File: config.mk
export PLATFORM = sky130hd
export DESIGN_NAME = id_ex_stage_reg
export DESIGN_NICKNAME = d
export VERILOG_FILES = /design/src/rtl/id_ex_stage_reg.sv
export SDC_FILE = /design/constraint.sdc
export NUM_CORES = 1
export LEC_CHECK = 0
export ABC_AREA = 1
export CORE_MARGIN = 5
export CORE_UTILIZATION = 38
export DETAILED_ROUTE_END_ITERATION = 8
export GPL_TIMING_DRIVEN = 0
export PLACE_DENSITY = 0.88
export SLEW_MARGIN = 20
export SYNTH_ARGS = -nofsm -noshare
export SYNTH_HDL_FRONTEND = slang
export SYNTH_SLANG_ARGS = --single-unit
File: constraint.sdc
create_clock -name clk -period 7.2 [get_ports clk]
set_input_delay 1.44 -clock clk [delete_from_list [all_inputs] [get_ports clk]]
set_output_delay 1.44 -clock clk [all_outputs]
set_load 0.02 [all_outputs]
File: src/rtl/id_ex_stage_reg.sv
// ID/EX pipeline register for the 5-stage RV32I pipeline, with load-use hazard stall/bubble and EX flush.
// Optional bubble counter enabled by defining ID_EX_BUBBLE_CNT_EN; otherwise bubble_cnt is tied to 0.
module id_ex_stage_reg #(
  parameter int XLEN  = 32,
  parameter int CNT_W = 16
) (
  input  logic             clk,
  input  logic             reset,
  input  logic             id_valid,
  input  logic [XLEN-1:0]  id_pc,
  input  logic [XLEN-1:0]  id_rs1_data,
  input  logic [XLEN-1:0]  id_rs2_data,
  input  logic [XLEN-1:0]  id_imm,
  input  logic [4:0]       id_rs1,
  input  logic [4:0]       id_rs2,
  input  logic [4:0]       id_rd,
  input  logic [2:0]       id_funct3,
  input  logic             id_funct7_5,
  input  logic             id_Branch,
  input  logic             id_MemRead,
  input  logic             id_MemWrite,
  input  logic             id_ALUSrc,
  input  logic             id_RegWrite,
  input  logic             id_MemtoReg,
  input  logic [1:0]       id_ALUOp,
  input  logic             flush,
  output logic             stall,
  output logic             ex_valid,
  output logic [XLEN-1:0]  ex_pc,
  output logic [XLEN-1:0]  ex_rs1_data,
  output logic [XLEN-1:0]  ex_rs2_data,
  output logic [XLEN-1:0]  ex_imm,
  output logic [4:0]       ex_rs1,
  output logic [4:0]       ex_rs2,
  output logic [4:0]       ex_rd,
  output logic [2:0]       ex_funct3,
  output logic             ex_funct7_5,
  output logic             ex_Branch,
  output logic             ex_MemRead,
  output logic             ex_MemWrite,
  output logic             ex_ALUSrc,
  output logic             ex_RegWrite,
  output logic             ex_MemtoReg,
  output logic [1:0]       ex_ALUOp,
  output logic [CNT_W-1:0] bubble_cnt
);

  typedef struct packed {
    logic [XLEN-1:0] pc;
    logic [XLEN-1:0] rs1_data;
    logic [XLEN-1:0] rs2_data;
    logic [XLEN-1:0] imm;
    logic [4:0]      rs1;
    logic [4:0]      rs2;
    logic [4:0]      rd;
    logic [2:0]      funct3;
    logic            funct7_5;
    logic            branch;
    logic            mem_read;
    logic            mem_write;
    logic            alu_src;
    logic            reg_write;
    logic            memto_reg;
    logic [1:0]      alu_op;
  } stage_t;

  // Valid semantics: there is no ready from EX, the register advances every cycle.
  // id_valid/ex_valid only mark a slot as a real instruction; a bubble is valid=0 with
  // zeroed ctrl, and downstream must qualify every side effect with ex_valid.
  stage_t id_s;
  stage_t ex_q;
  stage_t ex_d;
  logic   valid_q;
  logic   valid_d;
  logic   hz;
  logic   load_bubble;

  always_comb begin
    id_s.pc        = id_pc;
    id_s.rs1_data  = id_rs1_data;
    id_s.rs2_data  = id_rs2_data;
    id_s.imm       = id_imm;
    id_s.rs1       = id_rs1;
    id_s.rs2       = id_rs2;
    id_s.rd        = id_rd;
    id_s.funct3    = id_funct3;
    id_s.funct7_5  = id_funct7_5;
    id_s.branch    = id_Branch;
    id_s.mem_read  = id_MemRead;
    id_s.mem_write = id_MemWrite;
    id_s.alu_src   = id_ALUSrc;
    id_s.reg_write = id_RegWrite;
    id_s.memto_reg = id_MemtoReg;
    id_s.alu_op    = id_ALUOp;
  end

  // Both source indices are compared for every opcode; a false stall only costs a cycle.
  assign hz = id_valid & valid_q & ex_q.mem_read & (ex_q.rd != 5'd0) &
              ((ex_q.rd == id_rs1) | (ex_q.rd == id_rs2));

  assign stall       = hz & ~flush;
  assign load_bubble = flush | hz;

  always_comb begin
    ex_d    = '0;
    valid_d = 1'b0;
    if (!load_bubble) begin
      ex_d    = id_s;
      valid_d = id_valid;
    end
  end

  always_ff @(posedge clk or posedge reset) begin
    if (reset) begin
      ex_q    <= '0;
      valid_q <= 1'b0;
    end else begin
      ex_q    <= ex_d;
      valid_q <= valid_d;
    end
  end

`ifdef ID_EX_BUBBLE_CNT_EN
  logic [CNT_W-1:0] bubble_cnt_q;

  // Counts hazard bubbles only; flush bubbles are not load-use stalls.
  always_ff @(posedge clk or posedge reset) begin
    if (reset) begin
      bubble_cnt_q <= '0;
    end else if (stall && (bubble_cnt_q != {CNT_W{1'b1}})) begin
      bubble_cnt_q <= bubble_cnt_q + {{(CNT_W-1){1'b0}}, 1'b1};
    end
  end

  assign bubble_cnt = bubble_cnt_q;
`else
  assign bubble_cnt = '0;
`endif

  assign ex_valid    = valid_q;
  assign ex_pc       = ex_q.pc;
  assign ex_rs1_data = ex_q.rs1_data;
  assign ex_rs2_data = ex_q.rs2_data;
  assign ex_imm      = ex_q.imm;
  assign ex_rs1      = ex_q.rs1;
  assign ex_rs2      = ex_q.rs2;
  assign ex_rd       = ex_q.rd;
  assign ex_funct3   = ex_q.funct3;
  assign ex_funct7_5 = ex_q.funct7_5;
  assign ex_Branch   = ex_q.branch;
  assign ex_MemRead  = ex_q.mem_read;
  assign ex_MemWrite = ex_q.mem_write;
  assign ex_ALUSrc   = ex_q.alu_src;
  assign ex_RegWrite = ex_q.reg_write;
  assign ex_MemtoReg = ex_q.memto_reg;
  assign ex_ALUOp    = ex_q.alu_op;

endmodule
==> metrics.txt <==
number of library cell types mapped by synthesis 13; count leader, synth nor2_1; first-pass GRT wire length ~26,000 um; post-synthesis sequential area ratio 70.0%; number of CTS-inserted buffers 17; final setup margin 2.60 ns; Placer Congestion 0.792; critical-path cell list clkdlybuf4s50_1 -> inv_1 -> nand2_1 -> nand2_1 -> nor2_1 -> nand3_1 -> nand2_1 -> nand2_1 -> nor2_1 -> clkdlybuf4s50_1; Mean Syn Cell Area 10.1 sq um; WP buf/inv 3; CTS tree done; post-CTS setup buffer count 0; Top delay family on crit path buffers and inverters; Pwr Total 2.17 mW; Worst path slowest cell clkdlybuf4s50_1; Worst Hold Class register to register; Final period util 63.8%; pre-CTS setup slack 2.60 ns; vias in the first global route 4,941; Die H 131 um; clock skew after layout 0.00641 ns; largest cells by area after synthesis dfrtp_1 70%, nor2_1 11%, inv_1 11%; vias 4,533; synth warn 0; # rows between 40 and 50; clk_lat worst skew 0.41 ns; Rel. slew slack 64.0%; Pleak between 5 and 6 nW; most used cell, CP nand2_1; max incr delay on CP 0.61 ns; list of most frequent post-synthesis cells 164 x nor2_1, 160 x inv_1, 156 x dfrtp_1; minimum clock period 4.60 ns; Slew Limit Fails 0; Total GRT Usage 19.0%; initial antenna violation count 0; Critical Path End Type output pin; final setup vio count 0; share of post-route cells with drive strength above 1 7.67%; CP max FO 2; peak supply drop 0.142 mV; Die ar. 17,200 sq um; wire per inst 14.8 um; H-tree depth 4; Min Hold Slack 0.993 ns; global route overflow 0; CTS Root Cell clkbuf_16; Yosys reg bits 156; antenna diode instance count 0; synth-to-layout area growth 72.9%; post-DR vias/cell 4.13; Synth top area share 70.0%; Die X around 130 um; register clock-pin slew on the reported worst setup and hold paths 0.06 ns; Worst-Margin Slew about 0.54 ns; Cells after DPL 1,065; Setup crit start kind input pin; final hold violation count 0; core area 14,500 sq um; Worst Path Class, Setup input pin to output pin; number of max-cap violations 0; share of synthesized registers carrying an async set or reset 100%; fin util between 60% and 70%; residual DRC count 0; post-CTS resize count 0; Port Buffers 315; CTS max path bufs 2; RSZ-0062 raised after global routing no; initial core utilization 38.5%; Post-Synthesis Cells 550; CTS Sinks 156; # hold bufs at CTS 0; DRT Wirelength around 16,000 um; cell accounting for the most synthesized area dfrtp_1; post-route non-filler standard cell count 1,097; NumNets Final 1,059; number of synthesized flops with an enable pin 0; largest net degree at the start of global routing 80; Crit path arrival time around 3.2 ns; most used flip-flop cell after synthesis dfrtp_1; pwr dens approximately 220 nW/um^2; Critical Path RT 5.76 ns; I/O pin total between 300 and 400; HPWL after DPL 13,000 um; status complete, no violations; cell area after synthesis 5580 sq um; DR iter-0 viols about 150; drt pass-1 iters 4; Fmax 0.218 GHz; antenna viol nets, final 0
==> layer usage <==
layer | vias to the layer above | share of wire [%] | GRT usage, % | wire length, um
met5 | - | 0 | 0 | 0
met4 | 0 | 2.5 | 7.22 | 413
met3 | 33 | 11 | 8.98 | 1780
met2 | 235 | 53 | 33.7 | 8560
met1 | 2101 | 34 | 19.3 | 5500
li1 | 2164 | - | - | -
==> worst paths after layout <==
path,start,to,slack [ns],cells past startpoint
max in group asynchronous,reset,ex_rs2_data[12]$_DFF_PP0_,4.93,3
setup / recovery,id_rs1[4],stall,2.60,10
hold / removal,ex_valid$_DFF_PP0_,ex_pc[31]$_DFF_PP0_,0.99,6
hold reg to reg,ex_valid$_DFF_PP0_,ex_pc[31]$_DFF_PP0_,0.99,6
setup reg to reg,ex_rd[0]$_DFF_PP0_,ex_pc[12]$_DFF_PP0_,5.56,11
min in group asynchronous,reset,ex_Branch$_DFF_PP0_,1.49,2
==> tightest hold or removal path, cell delays in order (launching register included) <==
cell	delay, ns
dfrtp_1	0.35
nand4_1	0.09
inv_1	0.06
nand2_1	0.07
nand2_1	0.12
buf_4	0.22
nor2_1	0.05
==> cell type report <==
class / count / area, sq um
Fill cell: 1067 / 4840
Sequential cell: 156 / 3900
Timing Repair Buffer: 316 / 3180
Multi-Input combinational cell: 211 / 810
Inverter: 165 / 627
Clock buffer: 18 / 429
Buffer: 33 / 302
Tap cell: 184 / 230
Clock inverter: 14 / 161
==> where the power goes <==
part           switching, mW  internal (mW)  leakage, nW
combinational          0.166          0.185         2.71
sequential            0.0143          0.921         2.01
clock                  0.363          0.518        0.283
==> per-stage QoR <==
step           cell area, sq um  TNS (ns)
4_1_cts                    9640         0
6_report                   9640         0
3_5_place_dp               9050         0
3_3_place_gp               9020    -66.23
5_1_grt                    9640         0
2_1_floorplan              5630         0
==> logic make-up (layout without fill, tap and decap cells) <==
| kind of cell | after synthesis | count (layout) | synth area share [%] |
|---|---|---|---|
| flops | 156 | 156 | 70.0 |
| xor+xnor | 2 | 2 | 0.314 |
| buf+inv | 198 | 546 | 16.5 |
| simple gates | 193 | 193 | 13.1 |
| other cells | 1 | 16 | 0.0672 |
==> state kept, by name, indices dropped and copies added, names as in the netlist <==
signal and count:
ex_pc 32, ex_MemtoReg 1, ex_imm 32, ex_rs1_data 32, ex_rd 5, ex_Branch 1, ex_rs2 5, ex_MemWrite 1
ex_rs2_data 32, ex_funct3 3, ex_MemRead 1, ex_valid 1, ex_RegWrite 1, ex_rs1 5, ex_funct7_5 1, ex_ALUSrc 1
ex_ALUOp 2
==> layout by cell type (no fill, tap or decap), types with 2 or more instances in the layout <==
cell type        count
buf_4               17
buf_6               15
bufinv_16            2
clkbuf_16           17
clkdlybuf4s50_1    315
clkinv_4             5
clkinvlp_4           2
conb_1              16
dfrtp_1            156
inv_1              159
inv_2                4
inv_6                3
inv_8                2
nand2_1             25
nand3_1              2
nand4_1              2
nor2_1             164
xnor2_1              2
(Power assumes the default switching activity.)
